### src/rtl/sipo_word_loader_pkg.sv
// Shared types and defaults for the serial-in/parallel-out word loader.
// State encodings are fixed so bound checkers and waveforms read the same values.
package sipo_word_loader_pkg;

  localparam int SIPO_WIDTH_DEF = 8;

  typedef enum logic [1:0] {
    ST_IDLE   = 2'd0,
    ST_SHIFT  = 2'd1,
    ST_PARITY = 2'd2,
    ST_LOAD   = 2'd3
  } sipo_state_e;

  function automatic int sipo_cnt_width(input int width);
    return $clog2(width + 1);
  endfunction

endpackage

### src/rtl/sipo_word_loader_if.sv
// Bundle of the loader's control, serial input and parallel output signals.
// Handshake: sin_valid is a one-way qualifier with no ready; a bit is taken on any posedge
// clk where sin_valid is high and the loader is capturing, and ignored otherwise.
interface sipo_word_loader_if
  import sipo_word_loader_pkg::*;
#(
  parameter int WIDTH = SIPO_WIDTH_DEF
);

  logic             start;
  logic             abort;
  logic             sin;
  logic             sin_valid;
  logic [WIDTH-1:0] q_out;
  logic             ld_out;
  logic             busy;
  logic             parity_err;
  sipo_state_e      state;

  modport master (
    output start, abort, sin, sin_valid,
    input  q_out, ld_out, busy, parity_err, state
  );

  modport slave (
    input  start, abort, sin, sin_valid,
    output q_out, ld_out, busy, parity_err, state
  );

endinterface

### src/rtl/sipo_word_loader_bit_cnt.sv
// Saturating bit counter for the loader: synchronous clear, count enable, and a
// terminal flag raised while the counter holds WIDTH-1 (the last data bit is next).
module sipo_bit_cnt
  import sipo_word_loader_pkg::*;
#(
  parameter int WIDTH = SIPO_WIDTH_DEF
) (
  input  logic clk,
  input  logic rst,
  input  logic clr,
  input  logic en,
  output logic tc
);

  localparam int CW = sipo_cnt_width(WIDTH);

  logic [CW-1:0] cnt;

  always_ff @(posedge clk or negedge rst) begin
    if (!rst) begin
      cnt <= '0;
    end else if (clr) begin
      cnt <= '0;
    end else if (en && (cnt != CW'(WIDTH))) begin
      cnt <= cnt + 1'b1;
    end
  end

  assign tc = (cnt == CW'(WIDTH - 1));

endmodule

### src/rtl/sipo_word_loader.sv
// Serial-in/parallel-out word loader: frames WIDTH LSB-first bits, then pulses ld_out with q_out.
// Optional even-parity check after the data bits is enabled by defining SIPO_PARITY_CHK_EN.
module sipo_word_loader
  import sipo_word_loader_pkg::*;
#(
  parameter int WIDTH = SIPO_WIDTH_DEF
) (
  input  logic               clk,
  input  logic               rst,
  sipo_word_loader_if.slave  bus
);

  sipo_state_e      state;
  logic [WIDTH-1:0] shreg;
  logic [WIDTH-1:0] q_reg;
  logic             ld_reg;
  logic             busy_reg;
  logic             cnt_clr;
  logic             cnt_en;
  logic             cnt_tc;
  logic             abort_cap;

  assign abort_cap = bus.abort && ((state == ST_SHIFT) || (state == ST_PARITY));
  assign cnt_clr   = (state == ST_IDLE) || abort_cap;
  assign cnt_en    = (state == ST_SHIFT) && bus.sin_valid;

  sipo_bit_cnt #(.WIDTH(WIDTH)) u_bit_cnt (
    .clk (clk),
    .rst (rst),
    .clr (cnt_clr),
    .en  (cnt_en),
    .tc  (cnt_tc)
  );

`ifdef SIPO_PARITY_CHK_EN
  logic perr_reg;
  localparam sipo_state_e ST_AFTER_DATA = ST_PARITY;
`else
  localparam sipo_state_e ST_AFTER_DATA = ST_LOAD;
`endif

  always_ff @(posedge clk or negedge rst) begin
    if (!rst) begin
      state    <= ST_IDLE;
      shreg    <= '0;
      q_reg    <= '0;
      ld_reg   <= 1'b0;
      busy_reg <= 1'b0;
`ifdef SIPO_PARITY_CHK_EN
      perr_reg <= 1'b0;
`endif
    end else begin
      ld_reg   <= 1'b0;
`ifdef SIPO_PARITY_CHK_EN
      perr_reg <= 1'b0;
`endif
      case (state)
        ST_IDLE: begin
          // abort outranks a simultaneous start
          if (bus.start && !bus.abort) begin
            state    <= ST_SHIFT;
            busy_reg <= 1'b1;
          end
        end
        ST_SHIFT: begin
          if (bus.abort) begin
            state    <= ST_IDLE;
            shreg    <= '0;
            busy_reg <= 1'b0;
          end else if (bus.sin_valid) begin
            shreg <= {bus.sin, shreg[WIDTH-1:1]};
            if (cnt_tc) state <= ST_AFTER_DATA;
          end
        end
`ifdef SIPO_PARITY_CHK_EN
        ST_PARITY: begin
          if (bus.abort) begin
            state    <= ST_IDLE;
            shreg    <= '0;
            busy_reg <= 1'b0;
          end else if (bus.sin_valid) begin
            if (^{shreg, bus.sin} == 1'b0) begin
              state <= ST_LOAD;
            end else begin
              state    <= ST_IDLE;
              shreg    <= '0;
              busy_reg <= 1'b0;
              perr_reg <= 1'b1;
            end
          end
        end
`endif
        ST_LOAD: begin
          q_reg    <= shreg;
          ld_reg   <= 1'b1;
          state    <= ST_IDLE;
          busy_reg <= 1'b0;
        end
        default: begin
          state    <= ST_IDLE;
          busy_reg <= 1'b0;
        end
      endcase
    end
  end

  assign bus.q_out  = q_reg;
  assign bus.ld_out = ld_reg;
  assign bus.busy   = busy_reg;
  assign bus.state  = state;
`ifdef SIPO_PARITY_CHK_EN
  assign bus.parity_err = perr_reg;
`else
  assign bus.parity_err = 1'b0;
`endif

endmodule

### src/flat_wrapper.sv
// flat-port wrapper written by rule: the top's interface ports become plain ports
module sipo_word_loader_flat import sipo_word_loader_pkg::*;
#(
  parameter int WIDTH = SIPO_WIDTH_DEF
)
  (clk, rst, bus_start, bus_abort, bus_sin, bus_sin_valid, bus_q_out, bus_ld_out, bus_busy, bus_parity_err, bus_state);
  sipo_word_loader_if #(.WIDTH(WIDTH)) bus_i ();
  input  logic clk;
  input  logic rst;
  input wire logic [$bits(bus_i.start)-1:0] bus_start;
  input wire logic [$bits(bus_i.abort)-1:0] bus_abort;
  input wire logic [$bits(bus_i.sin)-1:0] bus_sin;
  input wire logic [$bits(bus_i.sin_valid)-1:0] bus_sin_valid;
  output wire logic [$bits(bus_i.q_out)-1:0] bus_q_out;
  output wire logic [$bits(bus_i.ld_out)-1:0] bus_ld_out;
  output wire logic [$bits(bus_i.busy)-1:0] bus_busy;
  output wire logic [$bits(bus_i.parity_err)-1:0] bus_parity_err;
  output wire logic [$bits(bus_i.state)-1:0] bus_state;
  assign bus_i.start = bus_start;
  assign bus_i.abort = bus_abort;
  assign bus_i.sin = bus_sin;
  assign bus_i.sin_valid = bus_sin_valid;
  assign bus_q_out = bus_i.q_out;
  assign bus_ld_out = bus_i.ld_out;
  assign bus_busy = bus_i.busy;
  assign bus_parity_err = bus_i.parity_err;
  assign bus_state = bus_i.state;
  sipo_word_loader #(.WIDTH(WIDTH)) u_core (.clk(clk), .rst(rst), .bus(bus_i));
endmodule
### config.mk
export PLATFORM = sky130hd
export DESIGN_NAME = sipo_word_loader_flat
export DESIGN_NICKNAME = d
export VERILOG_FILES = /design/src/rtl/sipo_word_loader_pkg.sv /design/src/rtl/sipo_word_loader_if.sv /design/src/rtl/sipo_word_loader_bit_cnt.sv /design/src/rtl/sipo_word_loader.sv /design/src/flat_wrapper.sv
export SDC_FILE = /design/constraint.sdc
export NUM_CORES = 1
export LEC_CHECK = 0
export ABC_AREA = 1
export CORE_MARGIN = 2
export CORE_UTILIZATION = 30
export DETAILED_ROUTE_END_ITERATION = 10
export PLACE_DENSITY_LB_ADDON = 0.15
export RECOVER_POWER = 50
export SYNTH_ARGS = -nofsm -noshare
export SYNTH_HDL_FRONTEND = slang
export SYNTH_HIERARCHICAL = 1
export SYNTH_SLANG_ARGS = --single-unit
### constraint.sdc
create_clock -name clk -period 1.4 [get_ports clk]
set_clock_uncertainty 0.15 [all_clocks]
set_input_delay 0.28 -clock clk [delete_from_list [all_inputs] [get_ports clk]]
set_output_delay 0.28 -clock clk [all_outputs]
set_load 0.03 [all_outputs]
==> flow_summary.json <==
{
  "finalMaxSlewViolations": 0,
  "grt_overflow": 0,
  "cap_violations": 0,
  "diodes": 0,
  "p_seq_share_pct": 30.9,
  "fmax_mhz": 696.2,
  "critPathRequiredTime_ns": 0.97,
  "crit_slowest_cell": "dfrtp_2",
  "hold_buffers": 0,
  "p_per_area_mw_per_mm2": 2011,
  "clock-root-buffer": "clkbuf_8",
  "crit_family": "flip-flops",
  "grt_util_met3_pct": 2.055,
  "ys_seq_area_share_pct": 53.51,
  "clk_pin_slew_ns": 0.09,
  "place_inst": 190,
  "pwr-share-clk_pct": 19.2,
  "worstReg2RegStart": "u_core/bus.state[1]",
  "start_util_pct": 30.89,
  "dieHeight_um": 65.17,
  "end_kind": "output pin",
  "post-route-period-util_pct": 102.6,
  "power.leakage_nw": 0.7819,
  "area_delta_synth_final_pct": 39.69,
  "insertion_delay_ns": 0.26,
  "violations": "negative setup slack",
  "use_met2_pct": 19.01,
  "viasPerCell": 4.365,
  "switching_share_pct": 39.73,
  "path_buf_inv": 2,
  "critical_path_arrival_ns": 1.01,
  "grt_pass1_wl_um": 3732,
  "worstPathMaxFanout": 4,
  "antenna_found_initial": 0,
  "coreArea_mm2": 0.003633,
  "p_int_mw": 1.900,
  "dp_hpwl_um": 1574,
  "grt_max_degree": 25,
  "dpl_cell_area_mm2": 0.001398,
  "layout_min_cycle_time_ns": 1.436,
  "tightest_slew_ns": 0.6089,
  "hold_path_class": "reg2reg",
  "port_buffers": 17,
  "drt_iter0_drc": 36,
  "grtUsageMet1_pct": 14.55,
  "maxSlewHeadroom_pct": 59.41,
  "rows": 22,
  "drtAntennaViolNets": 0,
  "drc_errors": 0,
  "hold_viol_final": 0,
  "clock_path_buffers": 2,
  "crit_start": "u_core/bus.state[1]",
  "fin_cells": 197,
  "ys_ff_latch": 24,
  "nNetsFinal": 161,
  "path_class": "reg2out",
  "start_kind": "flop",
  "fin_area_mm2": 0.001568,
  "setup_viol": 3,
  "vdd_drop_max_mv": 1.070,
  "synth_area_mm2": 0.001122,
  "htree_levels": 1,
  "synth_cell_type_count": 23,
  "die_w_um": 65.17,
  "synth_nets": 131,
  "grt-busiest-layer": "met2",
  "firstDrtPassIters": 4,
  "io_pins": 19,
  "num_vias": 860,
  "cts_tree": "built",
  "cts_buffers": 3,
  "nFillCells": 385,
  "p_switching_mw": 1.252,
  "cp_slowest_stage_delay_ns": 0.46,
  "cts.sinks": 24,
  "drive_gt1_share_pct": 39.60,
  "gr-usage-all-layers_pct": 11.61,
  "rsz0062_at_grt": "yes",
  "path_cells": "buf_4 -> buf_6",
  "yosys_warnings": 6,
  "status": "finished, violations left",
  "syn_avg_cell_area_um2": 9.353,
  "setup_slack_ns": -0.03628,
  "synth_cells": 120,
  "dieArea_mm2": 0.004246,
  "place_congestion": 0.7776,
  "worst_hold_slack_ns": 0.3365,
  "wl_um": 2321,
  "wl_per_cell_um": 11.78,
  "grt_pass1_vias": 821,
  "worstHoldStart": "u_core/shreg[6]",
  "combinationalPowerShare_pct": 49.9
}
==> area by class of cell <==
type                    instances  area (um^2)  area share, %
clock buffers                   3        41.29          2.634
clock inverters                 1        30.03          1.915
multi-input cells              77        528.0          33.68
inverters                      17        77.57          4.948
flip-flops and latches         24        603.1          38.47
repair buffers                 27        227.7          14.53
well taps                      48        60.06          3.831
==> layout by cell type (no fill, tap or decap) <==
master           instances
o21ai_1                  3
clkbuf_8                 3
dlygate4sd3_1            1
clkbuf_2                 1
nand3_1                  9
dfrtp_1                 22
inv_2                    4
nand2_2                  6
bufinv_16                1
buf_4                   17
conb_1                   1
o21ai_2                  3
nand3_2                  3
mux2_2                   1
ha_1                     1
inv_8                    1
a21boi_1                 1
clkdlybuf4s50_1          4
nand2_4                  4
nand2_1                 25
nand4_1                  3
inv_1                    9
buf_6                    4
ha_4                     3
nor2_1                   3
or2_2                    1
ha_2                     1
a21oi_1                  3
nand3b_1                 1
mux2_1                   4
dfrtp_2                  2
clkinv_2                 1
nor2_2                   1
inv_4                    2
==> power by group through the flow <==
stage | Sequential, mW | Combinational, mW | Clock, mW
after floorplan | 1.18 | 0.675 | 0
after global placement | 0.972 | 1.28 | 0
after detailed placement | 0.974 | 1.29 | 0
after CTS | 0.969 | 1.38 | 0.636
after global routing | 1.01 | 1.69 | 0.666
final | 0.974 | 1.57 | 0.606
==> path summary, 6_finish.rpt <==
check                      cells after the start                      end  slack, ns
max in group asynchronous                      2      u_core/bus.state[0]       0.26
hold / removal                                 2          u_core/shreg[6]       0.34
setup reg to reg                               9  u_core/u_bit_cnt/cnt[2]      -0.01
setup / recovery                               2             bus_state[1]      -0.04
hold reg to reg                                2          u_core/shreg[6]       0.34
min in group asynchronous                      2      u_core/bus.q_out[0]       0.41
==> through the flow <==
stage	TNS, ns	util (%)	power, mW	setup WS [ns]
CTS	-0.1545	41.32	2.990	-0.04717
finish	-0.05275	43.15	3.152	-0.03628
global route	-0.4588	43.15	3.365	-0.08169
detailed placement	-1.520	38.46	2.265	-0.1853
global placement	-1.508	38.46	2.251	-0.1661
floorplan	-0.4668	-	1.851	-0.07205
==> cell usage after synthesis, drive strengths merged <==
master | number | area (um^2)
or2 | 1 | 6.260
nand3b | 1 | 7.510
conb | 1 | 3.750
nand4 | 3 | 18.77
a21boi | 1 | 7.510
o21ai | 6 | 33.78
inv | 15 | 56.30
a21oi | 3 | 15.01
nor2 | 4 | 15.01
bufinv | 1 | 17.52
buf | 2 | 12.51
nand3 | 12 | 65.06
mux2 | 5 | 56.30
dfrtp | 24 | 600.6
ha | 5 | 62.56
clkinv | 1 | 5.000
nand2 | 35 | 138.9
==> worst register-to-register path: stages (launching register included) <==
cell and delay [ns]:
dfrtp_2 0.44, inv_4 0.07, ha_4 0.27, nand2_4 0.05, nand2_4 0.08, inv_8 0.04, nand2_4 0.08, inv_2 0.04
nand2_1 0.05, nand2_1 0.04
==> cell families (layout without fill, tap and decap cells) <==
logic type | Yosys count | in the layout | share of synthesized area, %
AOI/OAI and AO/OA | 10 | 10 | 5.016
adders and majority gates | 5 | 5 | 5.574
buffers and inverters | 19 | 48 | 8.138
DFF | 24 | 24 | 53.51
muxes | 5 | 5 | 5.016
other | 1 | 1 | 0.3341
and+or+nand+nor | 56 | 56 | 22.41
==> what timing repair did <==
action,CTS,global route
pin swaps,0,4
gates resized for setup,6,20
setup buffers,1,2
gates cloned,0,0
setup endpoints to repair,10,12
==> layer usage <==
layer,up-vias,part of all wire [%]
met5,-,0
met4,0,1.6
met1,398,45
li1,444,-
met3,4,3.1
met2,14,50
No activity file was read; power rests on OpenSTA's default activity.
